$ cat src/rtl/hs_pkg.sv
// Shared types for the handshake traffic generator: pattern modes, FSM states, LFSR default.
// Latency: n/a (types and constants only).
// Backpressure: n/a.
package hs_pkg;

    typedef enum logic [1:0] {
        MODE_INCR  = 2'd0,
        MODE_DECR  = 2'd1,
        MODE_LFSR  = 2'd2,
        MODE_CONST = 2'd3
    } mode_e;

    typedef enum logic [1:0] {
        ST_IDLE = 2'd0,
        ST_SEND = 2'd1,
        ST_GAP  = 2'd2,
        ST_DONE = 2'd3
    } state_e;

    localparam logic [7:0] HS_LFSR_TAPS = 8'hB8;

endpackage

$ cat src/rtl/hs_pattern_gen.sv
// Beat payload register: loads the seed, then steps INCR/DECR/LFSR/CONST on each advance.
// Latency: new value visible the cycle after load/advance.
// Backpressure: holds its value whenever advance is low.
module hs_pattern_gen
    import hs_pkg::*;
#(
    parameter int                 DATA_W    = 8,
    parameter logic [DATA_W-1:0]  LFSR_TAPS = DATA_W'(HS_LFSR_TAPS)
) (
    input  logic              clk_1,
    input  logic              reset_1,
    input  logic              load_1,
    input  logic              advance_1,
    input  logic [1:0]        mode_1,
    input  logic [DATA_W-1:0] seed_1,
    output logic [DATA_W-1:0] data_1
);

    mode_e             mode_q;
    logic [DATA_W-1:0] data_q;
    logic [DATA_W-1:0] next_val;

    always_comb begin
        next_val = data_q;
        unique case (mode_q)
            MODE_INCR:  next_val = data_q + DATA_W'(1);
            MODE_DECR:  next_val = data_q - DATA_W'(1);
            MODE_LFSR:  next_val = data_q[0] ? ((data_q >> 1) ^ LFSR_TAPS) : (data_q >> 1);
            MODE_CONST: next_val = data_q;
            default:    next_val = data_q;
        endcase
    end

    always_ff @(posedge clk_1) begin
        if (reset_1) begin
            mode_q <= MODE_INCR;
            data_q <= '0;
        end else if (load_1) begin
            mode_q <= mode_e'(mode_1);
            // An all-zero LFSR state would never leave zero.
            if (mode_e'(mode_1) == MODE_LFSR && seed_1 == '0)
                data_q <= DATA_W'(1);
            else
                data_q <= seed_1;
        end else if (advance_1) begin
            data_q <= next_val;
        end
    end

    assign data_1 = data_q;

endmodule

$ cat src/rtl/hs_traffic_gen.sv
// Burst traffic generator with valid/ready output; optional parity_1 under HS_TRAFFIC_GEN_PARITY_EN.
// Latency: first beat valid 1 cycle after start_1; done_1 1 cycle after the final transfer.
// Backpressure: valid_1/data_1 held stable until ready_1; abort_1 never withdraws a presented beat.
module hs_traffic_gen
    import hs_pkg::*;
#(
    parameter int                 DATA_W    = 8,
    parameter int                 LEN_W     = 8,
    parameter int                 GAP_W     = 4,
    parameter logic [DATA_W-1:0]  LFSR_TAPS = DATA_W'(HS_LFSR_TAPS)
) (
    input  logic              clk_1,
    input  logic              reset_1,
    input  logic              start_1,
    input  logic [1:0]        mode_1,
    input  logic [DATA_W-1:0] seed_1,
    input  logic [LEN_W-1:0]  burst_len_1,
    input  logic [GAP_W-1:0]  gap_1,
    input  logic              abort_1,
    input  logic              ready_1,
    output logic              valid_1,
    output logic [DATA_W-1:0] data_1,
    output logic              busy_1,
    output logic              done_1,
    output logic              aborted_1,
    output logic [LEN_W-1:0]  beat_cnt_1
`ifdef HS_TRAFFIC_GEN_PARITY_EN
    ,
    output logic              parity_1
`endif
);

    state_e           state_q, state_d;
    logic [LEN_W-1:0] len_q;
    logic [LEN_W-1:0] beat_cnt_q;
    logic [GAP_W-1:0] gap_q;
    logic [GAP_W-1:0] gap_cnt_q;
    logic             abort_flag_q;
    logic             aborted_q;

    logic             xfer;
    logic             last_beat;
    logic             abort_eff;
    logic             load;
    logic             advance;
    logic             set_aborted;

    assign valid_1   = (state_q == ST_SEND);
    assign xfer      = valid_1 && ready_1;
    // Extra bit keeps the compare correct for the maximum length.
    assign last_beat = ({1'b0, beat_cnt_q} + (LEN_W+1)'(1)) == {1'b0, len_q};
    assign abort_eff = abort_flag_q || abort_1;

    always_comb begin
        state_d     = state_q;
        load        = 1'b0;
        advance     = 1'b0;
        set_aborted = 1'b0;
        unique case (state_q)
            ST_IDLE: begin
                if (start_1) begin
                    load    = 1'b1;
                    state_d = (burst_len_1 != '0) ? ST_SEND : ST_DONE;
                end
            end
            ST_SEND: begin
                if (xfer) begin
                    if (last_beat) begin
                        state_d = ST_DONE;
                    end else if (abort_eff) begin
                        state_d     = ST_DONE;
                        set_aborted = 1'b1;
                    end else begin
                        advance = 1'b1;
                        state_d = (gap_q != '0) ? ST_GAP : ST_SEND;
                    end
                end
            end
            ST_GAP: begin
                if (abort_eff) begin
                    state_d     = ST_DONE;
                    set_aborted = 1'b1;
                end else if (gap_cnt_q == GAP_W'(1)) begin
                    state_d = ST_SEND;
                end
            end
            ST_DONE: state_d = ST_IDLE;
            default: state_d = ST_IDLE;
        endcase
    end

    always_ff @(posedge clk_1) begin
        if (reset_1) begin
            state_q      <= ST_IDLE;
            len_q        <= '0;
            gap_q        <= '0;
            gap_cnt_q    <= '0;
            beat_cnt_q   <= '0;
            abort_flag_q <= 1'b0;
            aborted_q    <= 1'b0;
        end else begin
            state_q <= state_d;
            if (load) begin
                len_q        <= burst_len_1;
                gap_q        <= gap_1;
                beat_cnt_q   <= '0;
                abort_flag_q <= 1'b0;
                aborted_q    <= 1'b0;
            end else if (state_q != ST_IDLE && abort_1) begin
                abort_flag_q <= 1'b1;
            end
            if (xfer)
                beat_cnt_q <= beat_cnt_q + LEN_W'(1);
            if (set_aborted)
                aborted_q <= 1'b1;
            if (state_q == ST_SEND && state_d == ST_GAP)
                gap_cnt_q <= gap_q;
            else if (state_q == ST_GAP)
                gap_cnt_q <= gap_cnt_q - GAP_W'(1);
        end
    end

    hs_pattern_gen #(
        .DATA_W    (DATA_W),
        .LFSR_TAPS (LFSR_TAPS)
    ) u_pattern_gen (
        .clk_1     (clk_1),
        .reset_1   (reset_1),
        .load_1    (load),
        .advance_1 (advance),
        .mode_1    (mode_1),
        .seed_1    (seed_1),
        .data_1    (data_1)
    );

    assign busy_1     = (state_q != ST_IDLE);
    assign done_1     = (state_q == ST_DONE);
    assign aborted_1  = aborted_q;
    assign beat_cnt_1 = beat_cnt_q;

`ifdef HS_TRAFFIC_GEN_PARITY_EN
    assign parity_1 = ^data_1;
`endif

endmodule
$ cat config.mk
export PLATFORM = sky130hd
export DESIGN_NAME = hs_traffic_gen
export DESIGN_NICKNAME = d
export VERILOG_FILES = /design/src/rtl/hs_pkg.sv /design/src/rtl/hs_pattern_gen.sv /design/src/rtl/hs_traffic_gen.sv
export SDC_FILE = /design/constraint.sdc
export NUM_CORES = 1
export LEC_CHECK = 0
export CORE_MARGIN = 3
export CORE_UTILIZATION = 47
export DETAILED_ROUTE_END_ITERATION = 10
export PLACE_DENSITY_LB_ADDON = 0.25
export SYNTH_ARGS = -nofsm -noshare
export SYNTH_HDL_FRONTEND = slang
export SYNTH_SLANG_ARGS = --single-unit
$ cat constraint.sdc
create_clock -name clk_1 -period 2.3 [get_ports clk_1]
set_input_delay 0.69 -clock clk_1 [delete_from_list [all_inputs] [get_ports clk_1]]
set_output_delay 0.69 -clock clk_1 [all_outputs]
set_load 0.02 [all_outputs]
### Word-level counts from Yosys, hierarchy flattened

Cells that the tools add are included.

| cells by class | value |
|---|---|
| $add $sub $neg | 5 |
| equal/unequal tests | 11 |
| mux-type cells | 30 |
| bitwise logic cells | 1 |
| reduce and logical (&&, ||, !) cells | 17 |

Operators by type and width:

| kind | count |
|---|---|
| two-way mux 8 bit | 6 |
| one-hot mux 8 bit (3 select lines) | 1 |
| adder 8 x 1 -> 8 bit (second input constant) | 2 |
| two-way mux 2 bit | 8 |
| == test 2 bit (second input constant) | 6 |
| two-way mux 1 bit | 11 |
| nonzero test 2 bit | 5 |
| adder 8 x 1 -> 9 bit (second input constant) | 1 |
| == test 9 x 8 -> 1 bit | 1 |
| logical NOT 8 bit | 1 |
| two-way mux 4 bit | 2 |
| one-hot mux 2 bit (4 select lines) | 1 |
| nonzero test 8 bit | 1 |
| subtractor 8 x 1 -> 8 bit (second input constant) | 1 |
| == test 2 x 1 -> 1 bit (second input constant) | 2 |
| == test 4 x 1 -> 1 bit (second input constant) | 1 |
| logical AND 1 bit | 4 |
| logical NOT 2 bit | 2 |
| inverter 3 -> 4 bit | 1 |
| nonzero test 4 bit | 1 |
| subtractor 4 x 1 -> 4 bit (second input constant) | 1 |
| inequality test 2 bit (second input constant) | 1 |
| one-hot mux 1 bit (2 select lines) | 1 |
| AND reduction 2 bit | 1 |
| 2 further kinds | 2 |

| word-level totals | value |
|---|---|
| bits in registers | 38 |
| input port bits | 27 |
| output and inout port bits | 20 |
| logic and storage cells | 73 |

### Logic depth before layout (Yosys ltp)

| logic depth | value |
|---|---|
| word-level depth | 9 |
| depth in mapped cells | 12 |
| mapped depth without buffers | 12 |

### Cells and area by module

Synthesis repeated with hierarchy kept, for this count alone.

| second synthesis, totals | value |
|---|---|
| cells, all modules | 338 |
| area, all modules | 2586.2 µm² |

By module, submodules not included:

| module | times used | cells an instance | area each (µm²) | sequential area each (µm²) |
|---|---|---|---|---|
| hs_traffic_gen | 1 | 210 | 1619.1 | 560.5 |
| hs_pattern_gen | 1 | 128 | 967.2 | 200.2 |

### Least setup slack after synthesis

OpenSTA, ideal clock, no wires.

| timing path | value |
|---|---|
| kind | flip-flop to flip-flop |
| start point | reg beat_cnt_q[1] (netlist: beat_cnt_1[1]) |
| end point | reg gap_cnt_q[0] |
| library setup time | 0.128 ns |
| data arrival time | 2.384 ns |
| required time | 2.172 ns |
| setup slack | -0.211 ns |
| cell stages (with the launch flop) | 12 |
| path buffers | 2 |
| period minus slack after synthesis | 2.511 ns |
| cell sequence | dfxtp_1 ha_1 buf_6 nand3_1 xnor2_1 nor4_1 a41oi_2 and2_4 buf_6 a211oi_4 mux2i_1 nor2_1 |

| between the ends | value |
|---|---|
| longest elaborated chain between the ends | 8 |
| elaborated cells on any way between the ends | 9 |
| classes of those cells | add/sub (1); eq/ne (2); mux (4); reduce/logical (2) |

Ends and longest elaborated chain:

| element | RTL line | text |
|---|---|---|
| from (decl) | hs_traffic_gen.sv:35 | `logic [LEN_W-1:0] beat_cnt_q;` |
| from (signal assigned) | hs_traffic_gen.sv:113 | `beat_cnt_q <= beat_cnt_q + LEN_W'(1);` |
| adder 8 x 1 -> 9 bit (*) | hs_traffic_gen.sv:51 | `assign last_beat = ({1'b0, beat_cnt_q} + (LEN_W+1)'(1)) == {1'b0, len_q};` |
| == test 9 x 8 -> 1 bit (*) | hs_traffic_gen.sv:51 |  |
| two-way mux 2 bit (*) | hs_traffic_gen.sv:68 | `if (last_beat) begin` |
| two-way mux 2 bit (*) | hs_traffic_gen.sv:67 | `if (xfer) begin` |
| one-hot mux 2 bit (4 select lines) (*) | hs_traffic_gen.sv:59 | `unique case (state_q)` |
| == test 2 bit (*) | hs_traffic_gen.sv:116 | `if (state_q == ST_SEND && state_d == ST_GAP)` |
| logical AND 1 bit (*) | hs_traffic_gen.sv:116 |  |
| two-way mux 4 bit / nonzero test 2 bit (equally long branches) | -- |  |
| to (signal assigned) | hs_traffic_gen.sv:117 | `gap_cnt_q <= gap_q;` |
| to (signal assigned) | hs_traffic_gen.sv:119 | `gap_cnt_q <= gap_cnt_q - GAP_W'(1);` |
| to (decl) | hs_traffic_gen.sv:37 | `logic [GAP_W-1:0] gap_cnt_q;` |

Mark *: on every way between the ends. The rest lies on a longest branch, timed or not.
A chain may end at the register's enable or synchronous reset.

### Worst setup path in the final report

| timing path | value |
|---|---|
| start point | reg beat_cnt_q[3] (netlist: beat_cnt_1[3]) |
| end point | reg gap_cnt_q[2] |

Same word-level chain as after synthesis.

==> flow_metrics.py <==
metrics = {
    "run_status": {
        "outcome": "finished, violations left",
        "violations": "negative setup slack",
    },
    "detailed_routing": {
        "first_pass_iters": 4,
        "drcViolationCount": 0,
        "dr_wl_met2_um": 3510,
        "met3RoutedLength_um": 327,
        "num_vias": 2582,
        "wl_met1_um": 3050,
        "drtAntennaViolNets": 0,
        "wl_um": 6930,
        "wire_per_inst_um": 15.1,
        "avgViaCountPerCell": 5.61,
        "drtIter0Drc": 101,
        "topRoutingLayerUsed": "met4",
    },
    "placed_design": {
        "finalWeightedCongestion": 0.872,
        "dp.final_hpwl_um": 5100,
        "pre_cts_slack_ns": -0.504,
        "place_inst": 447,
        "io_buffers": 46,
    },
    "cells_and_area": {
        "area_growth_pct": 41.3,
        "drive_gt1_share_pct": 23.3,
        "n_antenna_cell": 0,
        "layout.cells.non_filler": 460,
        "multi_input_comb_area_um2": 1760,
        "fill_cells": 466,
        "regArea_um2": 783,
        "layout.nets": 431,
    },
    "synth": {
        "yosysSeqAreaShare_pct": 30.2,
        "avgSynthCellArea_um2": 8.05,
        "ys_warn_count": 0,
        "synth-seq-cells": 38,
        "yosys.area.top_type_share_pct": 30.2,
        "synth_most_common_cell": "nand2_1",
        "synth_common_cells": "nand2_1 (46), dfxtp_1 (38), a21oi_1 (27)",
        "synth_area_leaders": "dfxtp_1 (30%), ha_1 (7.0%), nand2_1 (6.9%)",
        "yosysTopAreaCell": "dfxtp_1",
        "synth-main-ff-cell": "dfxtp_1",
        "syn-num-nets": 355,
        "synth-edff-count": 0,
        "syn-cell-area_um2": 2520,
        "synth-async-reset-ratio_pct": 0,
        "netlist-cell-type-count": 56,
        "synthCells": 313,
    },
    "worst_setup_path": {
        "critPathKind": "register to register",
        "path_buf_inv": 1,
        "worst_ep_required_time_ns": 2.49,
        "crit_family": "simple AND/OR/NAND/NOR gates",
        "path_cells": "and3_4 -> and4_1 -> nor4_4 -> a41oi_2 -> buf_4 -> and2_4 -> a211oi_4 -> mux2i_1 -> nor2_1",
        "cp_slowest_cell": "dfxtp_4",
        "reg2reg_to": "gap_cnt_q[2]$_SDFFE_PP0P_",
        "cpPeakStageDelay_ns": 0.36,
        "rr_worst_depth": 9,
        "r2r-start": "beat_cnt_1[3]$_SDFFE_PP0P_",
        "cp.arrival_ns": 2.49,
        "cp-start-kind": "register",
        "critPathMaxFanout": 5,
        "reg2reg_slack_ns": -0.006,
        "end_kind": "register",
    },
    "grt": {
        "grt_overflow": 0,
        "antenna_found_initial": 0,
        "grt_max_degree": 35,
        "grt_pass1_vias": 2420,
        "grt_usage_pct": 22.6,
        "grt_pass1_wl_um": 11400,
    },
    "power_and_ir_drop": {
        "leakage_nw": 1.43,
        "p_total_mw": 2.32,
        "peakVddDrop_mv": 0.417,
        "power.density_nw_per_um2": 651,
    },
    "die": {
        "initial_core_util_pct": 49.0,
        "fp.dieW_um": 79.2,
        "die_area_um2": 6270,
        "core_area_um2": 5140,
        "rows": 26,
        "fp.dieH_um": 79.2,
        "io_pins": 47,
    },
    "sta": {
        "setup_viol": 1,
        "timing.final.ws_setup_ns": -0.00645,
        "period_share_pct": 100,
        "final_max_slew_viol_count": 0,
        "skew_ns": 0.00739,
        "max_slew_margin_pct": 55.5,
        "timing.hold.ws_ns": 0.464,
        "rsz0062_at_grt": "true",
        "max_freq_ghz": 0.434,
        "final-hold-violation-count": 0,
        "tightest_slew_ns": 0.666,
        "period_minus_slack_ns": 2.31,
    },
    "clock_tree": {
        "cts_buffer_depth": 2,
        "clk_pin_slew_ns": 0.08,
        "cts-htree-levels": 2,
        "cts_hold_buf": 0,
        "clock_latency_ns": 0.29,
        "cts_tree": "done",
        "root_buffer": "clkbuf_8",
        "cts_buffers": 5,
        "cts.sinks": 38,
    },
    "min_path": {
        "hold_class": "register to register",
        "min_path_cells": 2,
        "holdCritStartpoint": "aborted_1$_SDFFE_PP0P_",
        "hold_end": "aborted_1$_SDFFE_PP0P_",
    },
    "run": {
        "max_cap_violations": 0,
    },
}
-- sequential cells by signal (all words and copies together) (netlist names) --
name / flops
abort_flag_q: 1
aborted_1: 1
beat_cnt_1: 8
gap_cnt_q: 4
gap_q: 4
len_q: 8
state_q: 2
u_pattern_gen.data_1: 8
u_pattern_gen.mode_q: 2
-- cells in the final DEF, fill, tap and decap left out, drive strengths merged, types with 2 or more instances in the layout --
master / n
nand2: 47
buf: 42
dfxtp: 38
clkdlybuf4s50: 36
a21oi: 27
nor2: 24
o21ai: 16
ha: 14
inv: 12
xnor2: 10
xor2: 9
mux2i: 8
dlygate4sd2: 8
nand3: 8
a31oi: 8
a211oi: 7
clkbuf: 6
nor4: 6
nand3b: 5
nor3: 5
nand2b: 4
o21a: 4
a311oi: 4
nor3b: 4
and2: 4
o31ai: 4
and3: 2
nand4: 2
nor2b: 2
a21o: 2
dlymetal6s2s: 2
and4: 2
nor4b: 2
-- power breakdown --
group | total [mW] | internal [mW] | switching (mW)
combinational | 1.01 | 0.467 | 0.542
sequential | 0.820 | 0.735 | 0.0844
clock | 0.490 | 0.242 | 0.248
total | 2.32 | 1.44 | 0.874
-- tightest hold or removal path, stage by stage (launching register included) --
cell and delay, ns:
dfxtp_1 0.32, nand2_1 0.05, a21oi_1 0.05
-- final cells by class --
type	instances	area share [%]
sequential	38	22.0
multi-input combinational	245	49.6
clock inverter	2	0.316
tap	70	2.46
inverter	11	1.23
timing repair buffer	88	22.1
clock buffer	6	2.32
-- per-layer routing --
metal / vias up / track usage [%]
met4: 0 / 4.81
met3: 6 / 3.85
met1: 1232 / 29.8
met2: 74 / 38.7
li1: 1270 / -
met5: - / 0
-- worst max-delay path by stage --
| stage | slack [ns] | cells after the start | endpoint | from |
|---|---|---|---|---|
| floorplan | 0.004 | 11 | gap_cnt_q[0]$_SDFFE_PP0P_ | beat_cnt_1[1]$_SDFFE_PP0P_ |
| global placement | -0.41 | 8 | gap_cnt_q[2]$_SDFFE_PP0P_ | abort_1 |
| detailed placement | -0.50 | 8 | gap_cnt_q[2]$_SDFFE_PP0P_ | abort_1 |
| CTS | -0.03 | 9 | gap_cnt_q[2]$_SDFFE_PP0P_ | beat_cnt_1[1]$_SDFFE_PP0P_ |
| global route | -0.10 | 10 | gap_cnt_q[0]$_SDFFE_PP0P_ | beat_cnt_1[1]$_SDFFE_PP0P_ |
| finish | -0.006 | 9 | gap_cnt_q[2]$_SDFFE_PP0P_ | beat_cnt_1[3]$_SDFFE_PP0P_ |
-- stage by stage --
stage	area, um^2	util, %	setup TNS [ns]
floorplan	2560	-	0
global placement	3300	64.1	-2.31
detailed placement	3300	64.1	-3.00
CTS	3480	67.6	-0.0795
global route	3560	69.3	-0.571
finish	3560	69.3	-0.00645
-- cells by family after synthesis --
family	Yosys count	share of synthesized area [%]
AOI/OAI and AO/OA	84	22.8
xor gates and xnor gates	19	6.61
adders and majority gates	15	7.75
buffers and inverters	30	5.61
DFF	38	30.2
muxes	8	3.18
and+or+nand+nor	119	23.9
-- what timing repair did --
| action | in CTS | in global routing |
|---|---|---|
| resized for setup | 21 | 17 |
| buffers inserted | 5 | 0 |
| endpoints found under the setup margin | 9 | 15 |
| pin swaps | 10 | 13 |
No activity file was read; power rests on OpenSTA's default activity.
